**src/rtl/mem_arbiter_pkg.sv**
```systemverilog
// Shared types and sizing helpers for the mem_arbiter slice.
// FSM encodings plus width functions for the timeout counter and grant index.
package mem_arbiter_pkg;

    typedef enum logic [1:0] {
        IDLE = 2'd0,
        BUSY = 2'd1,
        RESP = 2'd2
    } state_t;

    // Wide enough to hold TIMEOUT itself.
    function automatic int timer_w(input int timeout);
        return $clog2(timeout + 1);
    endfunction

    function automatic int idx_w(input int n);
        return (n > 1) ? $clog2(n) : 1;
    endfunction

endpackage

```
**src/rtl/mem_arbiter_if.sv**
```systemverilog
// Bundle of master request/response and memory-port signals for mem_arbiter.
// The slave modport is the arbiter's view; master is the view of the attached agents.
interface mem_arbiter_if #(
    parameter int NUM_MASTERS = 2,
    parameter int ADDR_W      = 32,
    parameter int DATA_W      = 32
);
    logic [NUM_MASTERS-1:0]            m_ce_i;
    logic [NUM_MASTERS-1:0]            m_we_i;
    logic [NUM_MASTERS*ADDR_W-1:0]     m_addr_i;
    logic [NUM_MASTERS*(DATA_W/8)-1:0] m_sel_i;
    logic [NUM_MASTERS*DATA_W-1:0]     m_wdata_i;
    logic [DATA_W-1:0]                 m_rdata_o;
    logic [NUM_MASTERS-1:0]            m_ready_o;
    logic                              m_err_o;
    logic                              mem_ce_o;
    logic                              mem_we_o;
    logic [ADDR_W-1:0]                 mem_addr_o;
    logic [DATA_W/8-1:0]               mem_sel_o;
    logic [DATA_W-1:0]                 mem_data_o;
    logic [DATA_W-1:0]                 mem_data_i;
    logic                              mem_ack_i;

    // Handshake: a master holds ce/we/addr/sel/wdata stable until its one-cycle
    // m_ready_o pulse; the memory answers a held mem_ce_o with a one-cycle mem_ack_i.
    modport slave (
        input  m_ce_i, m_we_i, m_addr_i, m_sel_i, m_wdata_i, mem_data_i, mem_ack_i,
        output m_rdata_o, m_ready_o, m_err_o,
        output mem_ce_o, mem_we_o, mem_addr_o, mem_sel_o, mem_data_o
    );

    modport master (
        output m_ce_i, m_we_i, m_addr_i, m_sel_i, m_wdata_i, mem_data_i, mem_ack_i,
        input  m_rdata_o, m_ready_o, m_err_o,
        input  mem_ce_o, mem_we_o, mem_addr_o, mem_sel_o, mem_data_o
    );
endinterface

```
**src/rtl/mem_arbiter_arb_select.sv**
```systemverilog
// Combinational request picker: scans the request vector starting at ptr and
// returns the first requester as one-hot and index (ptr = 0 gives fixed priority).
module arb_select #(
    parameter int N     = 2,
    parameter int IDX_W = 1
) (
    input  logic [N-1:0]     req,
    input  logic [IDX_W-1:0] ptr,
    output logic [N-1:0]     onehot,
    output logic [IDX_W-1:0] idx,
    output logic             any
);
    int k;

    always_comb begin
        onehot = '0;
        idx    = '0;
        any    = 1'b0;
        k      = 0;
        for (int i = 0; i < N; i++) begin
            k = int'(ptr) + i;
            if (k >= N) k = k - N;
            if (!any && req[k]) begin
                any       = 1'b1;
                onehot[k] = 1'b1;
                idx       = IDX_W'(k);
            end
        end
    end
endmodule

```
**src/rtl/mem_arbiter.sv**
```systemverilog
// N-master to single ack-based memory arbiter with per-transaction timeout.
// Define MEM_ARB_RR_EN for round-robin arbitration; otherwise lowest index wins.
module mem_arbiter
    import mem_arbiter_pkg::*;
#(
    parameter int NUM_MASTERS = 2,
    parameter int ADDR_W      = 32,
    parameter int DATA_W      = 32,
    parameter int TIMEOUT     = 255
) (
    input  logic          clk,
    input  logic          rst,
    mem_arbiter_if.slave  bus,
    output state_t        state_dbg
);
    localparam int TW = timer_w(TIMEOUT);
    localparam int IW = idx_w(NUM_MASTERS);
    localparam int SW = DATA_W / 8;

    state_t                 state, state_nx;
    logic [TW-1:0]          timer;
    logic [IW-1:0]          grant, ptr, win_idx;
    logic [NUM_MASTERS-1:0] win_oh;
    logic                   win_any;
    logic                   we_r, err_r, dropped;
    logic [ADDR_W-1:0]      addr_r;
    logic [SW-1:0]          sel_r;
    logic [DATA_W-1:0]      wdata_r, rdata_r;
    logic                   timed_out;

    assign timed_out = (timer == TW'(TIMEOUT));

    arb_select #(.N(NUM_MASTERS), .IDX_W(IW)) u_sel (
        .req    (bus.m_ce_i),
        .ptr    (ptr),
        .onehot (win_oh),
        .idx    (win_idx),
        .any    (win_any)
    );

`ifdef MEM_ARB_RR_EN
    // Search resumes just past the master served last.
    always_ff @(posedge clk) begin
        if (rst) ptr <= '0;
        else if (state == RESP)
            ptr <= (grant == IW'(NUM_MASTERS - 1)) ? '0 : grant + 1'b1;
    end
`else
    assign ptr = '0;
`endif

    always_ff @(posedge clk) begin
        if (rst) state <= IDLE;
        else     state <= state_nx;
    end

    always_comb begin
        state_nx = state;
        case (state)
            IDLE:    if (win_any) state_nx = BUSY;
            BUSY:    if (bus.mem_ack_i || timed_out) state_nx = RESP;
            RESP:    state_nx = IDLE;
            default: state_nx = IDLE;
        endcase
    end

    always_ff @(posedge clk) begin
        if (rst) begin
            grant   <= '0;
            timer   <= '0;
            we_r    <= 1'b0;
            addr_r  <= '0;
            sel_r   <= '0;
            wdata_r <= '0;
            rdata_r <= '0;
            err_r   <= 1'b0;
            dropped <= 1'b0;
        end else begin
            case (state)
                IDLE: begin
                    timer <= '0;
                    if (win_any) begin
                        grant   <= win_idx;
                        we_r    <= |(bus.m_we_i & win_oh);
                        addr_r  <= bus.m_addr_i[int'(win_idx)*ADDR_W +: ADDR_W];
                        sel_r   <= bus.m_sel_i[int'(win_idx)*SW +: SW];
                        wdata_r <= bus.m_wdata_i[int'(win_idx)*DATA_W +: DATA_W];
                        dropped <= 1'b0;
                    end
                end
                BUSY: begin
                    // An abandoned request still finishes at memory, silently.
                    if (!bus.m_ce_i[grant]) dropped <= 1'b1;
                    if (bus.mem_ack_i) begin
                        rdata_r <= bus.mem_data_i;
                        err_r   <= 1'b0;
                    end else if (timed_out) begin
                        rdata_r <= '0;
                        err_r   <= 1'b1;
                    end else begin
                        timer <= timer + 1'b1;
                    end
                end
                default: timer <= '0;
            endcase
        end
    end

    always_comb begin
        bus.mem_ce_o   = 1'b0;
        bus.mem_we_o   = 1'b0;
        bus.mem_addr_o = '0;
        bus.mem_sel_o  = '0;
        bus.mem_data_o = '0;
        bus.m_ready_o  = '0;
        if (state == BUSY) begin
            bus.mem_ce_o   = 1'b1;
            bus.mem_we_o   = we_r;
            bus.mem_addr_o = addr_r;
            bus.mem_sel_o  = sel_r;
            bus.mem_data_o = wdata_r;
        end
        if (state == RESP && !dropped) bus.m_ready_o[grant] = 1'b1;
    end

    assign bus.m_rdata_o = rdata_r;
    assign bus.m_err_o   = err_r;
    assign state_dbg     = state;
endmodule

```
**src/flat_wrapper.sv**
```systemverilog
// flat-port wrapper written by rule: the top's interface ports become plain ports
module mem_arbiter_flat import mem_arbiter_pkg::*;
#(
    parameter int NUM_MASTERS = 2,
    parameter int ADDR_W      = 32,
    parameter int DATA_W      = 32,
    parameter int TIMEOUT     = 255
)
  (clk, rst, state_dbg, bus_m_ce_i, bus_m_we_i, bus_m_addr_i, bus_m_sel_i, bus_m_wdata_i, bus_mem_data_i, bus_mem_ack_i, bus_m_rdata_o, bus_m_ready_o, bus_m_err_o, bus_mem_ce_o, bus_mem_we_o, bus_mem_addr_o, bus_mem_sel_o, bus_mem_data_o);
  mem_arbiter_if #(.NUM_MASTERS(NUM_MASTERS), .ADDR_W(ADDR_W), .DATA_W(DATA_W)) bus_i ();
  input  logic clk;
  input  logic rst;
  output state_t state_dbg;
  input wire logic [$bits(bus_i.m_ce_i)-1:0] bus_m_ce_i;
  input wire logic [$bits(bus_i.m_we_i)-1:0] bus_m_we_i;
  input wire logic [$bits(bus_i.m_addr_i)-1:0] bus_m_addr_i;
  input wire logic [$bits(bus_i.m_sel_i)-1:0] bus_m_sel_i;
  input wire logic [$bits(bus_i.m_wdata_i)-1:0] bus_m_wdata_i;
  input wire logic [$bits(bus_i.mem_data_i)-1:0] bus_mem_data_i;
  input wire logic [$bits(bus_i.mem_ack_i)-1:0] bus_mem_ack_i;
  output wire logic [$bits(bus_i.m_rdata_o)-1:0] bus_m_rdata_o;
  output wire logic [$bits(bus_i.m_ready_o)-1:0] bus_m_ready_o;
  output wire logic [$bits(bus_i.m_err_o)-1:0] bus_m_err_o;
  output wire logic [$bits(bus_i.mem_ce_o)-1:0] bus_mem_ce_o;
  output wire logic [$bits(bus_i.mem_we_o)-1:0] bus_mem_we_o;
  output wire logic [$bits(bus_i.mem_addr_o)-1:0] bus_mem_addr_o;
  output wire logic [$bits(bus_i.mem_sel_o)-1:0] bus_mem_sel_o;
  output wire logic [$bits(bus_i.mem_data_o)-1:0] bus_mem_data_o;
  assign bus_i.m_ce_i = bus_m_ce_i;
  assign bus_i.m_we_i = bus_m_we_i;
  assign bus_i.m_addr_i = bus_m_addr_i;
  assign bus_i.m_sel_i = bus_m_sel_i;
  assign bus_i.m_wdata_i = bus_m_wdata_i;
  assign bus_i.mem_data_i = bus_mem_data_i;
  assign bus_i.mem_ack_i = bus_mem_ack_i;
  assign bus_m_rdata_o = bus_i.m_rdata_o;
  assign bus_m_ready_o = bus_i.m_ready_o;
  assign bus_m_err_o = bus_i.m_err_o;
  assign bus_mem_ce_o = bus_i.mem_ce_o;
  assign bus_mem_we_o = bus_i.mem_we_o;
  assign bus_mem_addr_o = bus_i.mem_addr_o;
  assign bus_mem_sel_o = bus_i.mem_sel_o;
  assign bus_mem_data_o = bus_i.mem_data_o;
  mem_arbiter #(.NUM_MASTERS(NUM_MASTERS), .ADDR_W(ADDR_W), .DATA_W(DATA_W), .TIMEOUT(TIMEOUT)) u_core (.clk(clk), .rst(rst), .bus(bus_i), .state_dbg(state_dbg));
endmodule
```
**config.mk**
```make
export PLATFORM = sky130hd
export DESIGN_NAME = mem_arbiter_flat
export DESIGN_NICKNAME = d
export VERILOG_FILES = /design/src/rtl/mem_arbiter_pkg.sv /design/src/rtl/mem_arbiter_if.sv /design/src/rtl/mem_arbiter_arb_select.sv /design/src/rtl/mem_arbiter.sv /design/src/flat_wrapper.sv
export SDC_FILE = /design/constraint.sdc
export NUM_CORES = 1
export LEC_CHECK = 0
export BUFFER_PORTS_ARGS = -buffer_cell sky130_fd_sc_hd__buf_2
export CAP_MARGIN = 10
export CORE_MARGIN = 1.5
export CORE_UTILIZATION = 30
export CTS_BUF_LIST = sky130_fd_sc_hd__clkbuf_4
export CTS_CLUSTER_SIZE = 14
export DETAILED_ROUTE_END_ITERATION = 10
export PLACE_DENSITY_LB_ADDON = 0.08
export SYNTH_ARGS = -nofsm -noshare
export SYNTH_HDL_FRONTEND = slang
export SYNTH_HIERARCHICAL = 1
export SYNTH_SLANG_ARGS = --single-unit
export TNS_END_PERCENT = 20
```
**constraint.sdc**
```tcl
create_clock -name clk -period 1.5 [get_ports clk]
set_input_delay 0.15 -clock clk [delete_from_list [all_inputs] [get_ports clk]]
set_output_delay 0.15 -clock clk [all_outputs]
set_load 0.02 [all_outputs]
```
==> results of run 1 <==
[registers in the layout (all words and copies together) (netlist names)]
register,flops
u_core/bus.m_err_o,1
u_core/dropped,1
u_core/we_r,1
u_core/sel_r,4
u_core/state_dbg,2
u_core/wdata_r,32
u_core/bus.m_rdata_o,32
u_core/grant,1
u_core/timer,8
u_core/addr_r,32
[final timing paths]
check                           slack, ns                                    to
worst min-delay path                 0.05        u_core/addr_r[24]$_SDFFE_PP0P_
worst max register to register      -0.09        u_core/addr_r[30]$_SDFFE_PP0P_
worst max-delay path                -0.35                     bus_mem_addr_o[5]
worst min register to register       0.46  u_core/bus.m_rdata_o[0]$_SDFFE_PP0P_
[Yosys cell counts (2+ instances only)]
library cell,instances
a211oi_1,70
a21boi_0,3
a21oi_1,5
a21oi_2,30
a31oi_1,5
and2_1,69
and3_1,2
and4b_1,2
buf_1,4
buf_2,21
buf_4,3
buf_6,3
clkbuf_1,21
dfxtp_1,114
inv_1,3
mux2i_1,71
nand2_1,69
nand2b_1,2
nand3_1,2
nand3b_1,2
nor2_1,71
nor3_1,3
nor3b_2,2
o21ai_0,3
[cell families (layout without fill, tap and decap cells)]
kind of cell / after synthesis / count (layout) / synth area share, %
AO/OA/AOI/OAI: 124 / 124 / 17.7
adder cells (fa/ha/maj): 1 / 1 / 0.233
buffers and inverters: 55 / 510 / 4.96
flip-flops: 114 / 114 / 42.5
multiplexers: 71 / 71 / 13.2
other: 1 / 3 / 0.0698
AND/OR/NAND/NOR: 234 / 234 / 21.4
[power groups by stage]
stage	sequential (mW)	combinational, mW	clock (mW)
4_1_cts	3.46	2.60	2.25
5_1_grt	3.51	3.05	2.40
2_1_floorplan	3.56	1.11	0
6_report	3.48	2.82	2.15
3_3_place_gp	3.52	1.82	0
3_5_place_dp	3.53	1.84	0
[layer usage]
metal	vias up	wire length, microns	track usage (%)
met4	0	311	5.96
met3	23	1080	5.30
met5	-	0	0
li1	2997	-	-
met2	185	10000	36.2
met1	2737	7610	21.6
[stage by stage]
stage,hold slack (ns),TNS [ns],area (sq um)
after global routing,0.00210,-36.19,9910
after global placement,0.392,0,7090
after detailed placement,0.404,0,7090
after CTS,0.000372,-29.62,9520
final,0.0454,-22.60,9910
after floorplan,0.286,-0.0325,5380
[cell type report]
class / instances / area, sq um / share of cell area [%]
sequential: 114 / 2290 / 23.1
clock inverter: 13 / 119 / 1.20
timing repair buffer: 475 / 4000 / 40.4
clock buffer: 19 / 143 / 1.44
tap: 225 / 282 / 2.84
inverter: 3 / 11.3 / 0.114
antenna: 1 / 2.50 / 0.0253
multi-input combinational: 432 / 3060 / 30.8
[what timing repair did]
item,in CTS,in global routing
buffers inserted,8,2
endpoints found under the hold margin,94,4
gates resized for setup,163,72
hold buffers,150,6
pin swaps,25,60
setup endpoints to repair,73,172
gates cloned,4,5
[critical path, stage by stage (launching register included)]
cell       delay [ns]
dfxtp_4          0.35
and2b_4          0.29
buf_8            0.15
clkbuf_16        0.15
and2_4           0.14
buf_6            0.11
==> results.py, run 1 <==
metrics = {
    "status": {
        "status": "complete, but fails checks",
        "violations": "negative setup slack",
    },
    "worst_hold_path": {
        "min_path_type": "in2reg",
        "holdPathStages": 3,
        "min_from": "bus_m_addr_i[56]",
    },
    "pwr": {
        "p_int_mw": 5.86,
        "powerDensity_mw_per_mm2": 853,
        "vdd_drop_max_uv": 439,
        "p_sw_mw": 2.59,
        "power_mw": 8.45,
        "leakage_nw": 4.46,
        "switching_share_pct": 30.7,
        "p_seq_share_pct": 41.1,
        "combPwrFrac_pct": 33.4,
        "clock_power_share_pct": 25.5,
    },
    "logic_synthesis": {
        "postSynthAreaPerCell_sq_um": 8.95,
        "syn_inst": 600,
        "yosysTopAreaCellShare_pct": 42.5,
        "async_reset_ff_share_pct": 0,
        "yosysUniqueCellTypes": 44,
        "seq_area_frac_synth_pct": 42.5,
        "synthTopCellsByArea": "dfxtp_1, mux2i_1, a211oi_1",
        "netlist_area_sq_mm": 0.00537,
        "yosys.area.top_type": "dfxtp_1",
        "ys.warnings.count": 6,
        "ys.flop_type": "dfxtp_1",
        "ys_ff_latch": 114,
        "synth-edff-count": 0,
    },
    "route": {
        "drtIter0Drc": 214,
        "routed_wl_microns": 19000,
        "drtPass1Iterations": 4,
        "vias_per_cell": 4.63,
        "wl_per_cell_microns": 14.8,
        "vias": 5942,
        "drc": 0,
        "drtAntennaViolNets": 0,
    },
    "floorplan": {
        "core_area_sq_mm": 0.0174,
        "fp-row-count": 48,
        "die_w_microns": 137,
        "ioPinCount": 282,
        "initial_utilization_pct": 30.8,
        "dieArea_sq_mm": 0.0187,
        "die_h_microns": 137,
    },
    "setup_path": {
        "r2r_cells": 5,
        "critPathMaxFanout": 5,
        "startpoint_type": "flop",
        "worstReg2RegStart": "u_core/state_dbg[1]$_SDFFE_PP0P_",
        "arrival_ns": 1.70,
        "worstSetupPathType": "reg2out",
        "crit_required_ns": 1.35,
        "crit_start": "u_core/state_dbg[1]$_SDFFE_PP0P_",
        "cp-end-kind": "output pin",
    },
    "clock_network": {
        "path_clk_slew_ns": 0.10,
        "numCtsBuffers": 17,
        "clock_sinks": 114,
        "clk_latency_ns": 0.50,
        "cts_max_path_buffers": 2,
        "htreeDepth": 4,
        "root_buffer": "clkbuf_4",
        "cts_tree": "built",
    },
    "grt": {
        "grt_pass1_wl_microns": 28400,
        "overflow": 0,
        "grt_pass1_vias": 6027,
        "grtUsageTotal_pct": 19.5,
        "antenna_found_initial": 1,
        "grt_max_degree": 81,
    },
    "layout": {
        "final_cell_mix": "buf_2, dlygate4sd3_1, dfxtp_1, buf_6",
        "fill_cells": 1575,
        "final_util_pct": 56.9,
        "area_growth_pct": 84.4,
        "nNetsFinal": 1219,
        "final_cell_count_no_fill": 1282,
        "drive_above_1_share_pct": 43.7,
        "final_common_cell": "buf_2",
    },
    "placed_design": {
        "dp.cells": 1076,
        "numPortBuffers": 281,
        "gp_congestion": 0.776,
        "dp_slack_ns": 0.0170,
        "dp_hpwl_microns": 11400,
    },
    "timing": {
        "clock_skew_ns": 0.0124,
        "drv_slew": 0,
        "setup_ws_ns": -0.347,
        "period_share_pct": 123,
        "setup_violations": 87,
        "min_period_ns": 1.85,
        "max_freq_ghz": 0.541,
        "rsz0062_at_grt": "true",
        "hold_viol_final": 0,
    },
    "flow_run": {
        "maxCapViolations": 0,
    },
}
No activity file was read; power rests on OpenSTA's default activity.
==> run 2: changes to the inputs <==
==> constraint.sdc (replaced) <==
create_clock -name clk -period 1.5 [get_ports clk]
set_input_delay 0.225 -clock clk [delete_from_list [all_inputs] [get_ports clk]]
set_output_delay 0.225 -clock clk [all_outputs]
set_load 0.02 [all_outputs]
==> run 2 against run 1 <==
Against the previous run:
- the run still ends with negative setup slack left
- clock skew is 0.0033 ns higher
- die area unchanged
- routed wire length down 8.6%
- non-clock buffer count fell by 72
- via count shrank 6.6%
- core utilization shrank 5.1 points
- hold slack improved by 0.0035 ns
- fmax fell by 2.6%
- critical path depth unchanged
- cell count fell by 5.6%
- highest routed layer unchanged
==> results.py, run 2 (synthesis gave the netlist of run 1 again) <==
metrics = {
    "status": {
        "status": "complete, but fails checks",
        "violations": "negative setup slack",
    },
    "layout": {
        "final_util_pct": 51.8,
        "nNetsFinal": 1147,
        "drive_above_1_share_pct": 47.3,
        "final_common_cell": "buf_2",
        "final_cell_mix": "buf_2, dfxtp_1, buf_6, dlygate4sd3_1",
        "area_growth_pct": 67.8,
    },
    "route": {
        "routed_wl_microns": 17400,
        "vias": 5547,
        "drtAntennaViolNets": 0,
        "wl_per_cell_microns": 14.4,
        "drtIter0Drc": 221,
        "drc": 0,
        "drtPass1Iterations": 4,
        "vias_per_cell": 4.58,
    },
    "clock_network": {
        "clock_sinks": 114,
        "htreeDepth": 4,
        "path_clk_slew_ns": 0.11,
        "numCtsBuffers": 17,
        "cts_max_path_buffers": 2,
        "clk_latency_ns": 0.52,
        "root_buffer": "clkbuf_4",
        "cts_tree": "built",
    },
    "pwr": {
        "p_sw_mw": 2.67,
        "leakage_nw": 4.08,
        "p_seq_share_pct": 42.8,
        "clock_power_share_pct": 26.6,
        "combPwrFrac_pct": 30.6,
        "vdd_drop_max_uv": 514,
        "switching_share_pct": 32.9,
        "powerDensity_mw_per_mm2": 900,
        "p_int_mw": 5.44,
    },
    "floorplan": {
        "ioPinCount": 282,
        "initial_utilization_pct": 30.8,
        "fp-row-count": 48,
        "core_area_sq_mm": 0.0174,
        "dieArea_sq_mm": 0.0187,
        "die_h_microns": 137,
        "die_w_microns": 137,
    },
    "timing": {
        "rsz0062_at_grt": "true",
        "period_share_pct": 126,
        "max_freq_ghz": 0.527,
        "clock_skew_ns": 0.0157,
        "setup_violations": 88,
        "min_period_ns": 1.90,
        "drv_slew": 0,
        "setup_ws_ns": -0.397,
        "whs_ns": 0.0489,
        "hold_viol_final": 0,
    },
    "setup_path": {
        "worstPathCellList": "and2b_4, buf_12, buf_12, and2_2, buf_6",
        "critPathTopFamily": "buffers and inverters",
        "slowest_stage": "dfxtp_4",
        "cp-end-kind": "output pin",
        "arrival_ns": 1.67,
        "critPathMaxFanout": 24,
        "worstSetupPathType": "reg2out",
        "startpoint_type": "flop",
        "critical_path_buf_inv_count": 3,
        "crit_required_ns": 1.27,
        "cpMostUsedCell": "buf_12",
        "max_stage_delay_ns": 0.36,
    },
    "flow_run": {
        "maxCapViolations": 0,
    },
    "grt": {
        "grt_pass1_wl_microns": 26700,
        "grtUsageTotal_pct": 18.3,
        "antenna_found_initial": 1,
        "grt_pass1_vias": 5545,
        "grt_max_degree": 55,
        "overflow": 0,
    },
    "placed_design": {
        "dp_slack_ns": 0.00219,
        "numPortBuffers": 281,
        "dp_hpwl_microns": 12200,
        "gp_congestion": 0.808,
    },
    "worst_hold_path": {
        "min_path_type": "in2reg",
    },
}
run 2: cell count changes in the layout (fill, tap and decap cells not counted), sizes merged, moves of 4 or more:
cell         previous run  this run
dlygate4sd3           156        72
inv                     3         7
clkinvlp                1         5
buf                   314       330
clkbuf                 24        18
clkinv                 10         5
run 2: what timing repair did:
action,in CTS,in global routing
resized for setup,170,17
gates cloned,1,1
setup buffers,5,2
pin swaps,27,16
setup endpoints to repair,73,156
endpoints found under the hold margin,56,2
hold buffers,70,2
run 2: per-layer routing:
| layer | global-route usage [%] | wire (microns) |
|---|---|---|
| met5 | 0 | 0 |
| met4 | 5.67 | 220 |
| met3 | 5.19 | 978 |
| met2 | 32.8 | 8680 |
| met1 | 20.9 | 7480 |
run 2: power by group through the flow:
stage	Clock, mW	Sequential, mW	Combinational [mW]
2_1_floorplan	0	3.56	1.13
3_3_place_gp	0	3.52	1.96
3_5_place_dp	0	3.53	1.99
4_1_cts	2.25	3.47	2.44
5_1_grt	2.41	3.51	2.69
6_report	2.16	3.47	2.48
run 2: worst register-to-register path, cell delays in order, from the launching register on:
cell and delay (ns):
dfxtp_2 0.33, buf_4 0.13, buf_6 0.12, nor3b_4 0.23, buf_12 0.20, buf_12 0.20, nor2_1 0.07, a211oi_1 0.22
run 2: final timing paths:
check        depth (start not counted)                              endpoint                            startpoint  slack (ns)
max                                  5                    bus_mem_addr_o[20]      u_core/state_dbg[0]$_SDFFE_PP0P_       -0.40
min                                  3       u_core/wdata_r[21]$_SDFFE_PP0P_                     bus_m_wdata_i[21]        0.05
max reg2reg                          7        u_core/wdata_r[0]$_SDFFE_PP0P_      u_core/state_dbg[1]$_SDFFE_PP0P_       -0.06
min reg2reg                          2  u_core/bus.m_rdata_o[0]$_SDFFE_PP0P_  u_core/bus.m_rdata_o[0]$_SDFFE_PP0P_        0.47
run 2: per-stage QoR:
stage	area [sq um]	total power, mW	TNS [ns]	std cells
2_1_floorplan	5440	4.69	-0.0325	601
3_3_place_gp	7370	5.48	0	1097
3_5_place_dp	7370	5.52	0	1097
4_1_cts	8920	8.16	-32.63	1205
5_1_grt	9010	8.61	-39.97	1210
6_report	9010	8.11	-26.71	1210
run 2: cell type report:
type / instances / area, sq um
Clock inverter: 15 / 135
Clock buffer: 17 / 128
Inverter: 3 / 11.3
Antenna cell: 1 / 2.50
Multi-Input combinational cell: 432 / 3010
Fill cell: 1655 / 8400
Tap cell: 225 / 282
Sequential cell: 114 / 2290
Timing Repair Buffer: 403 / 3160
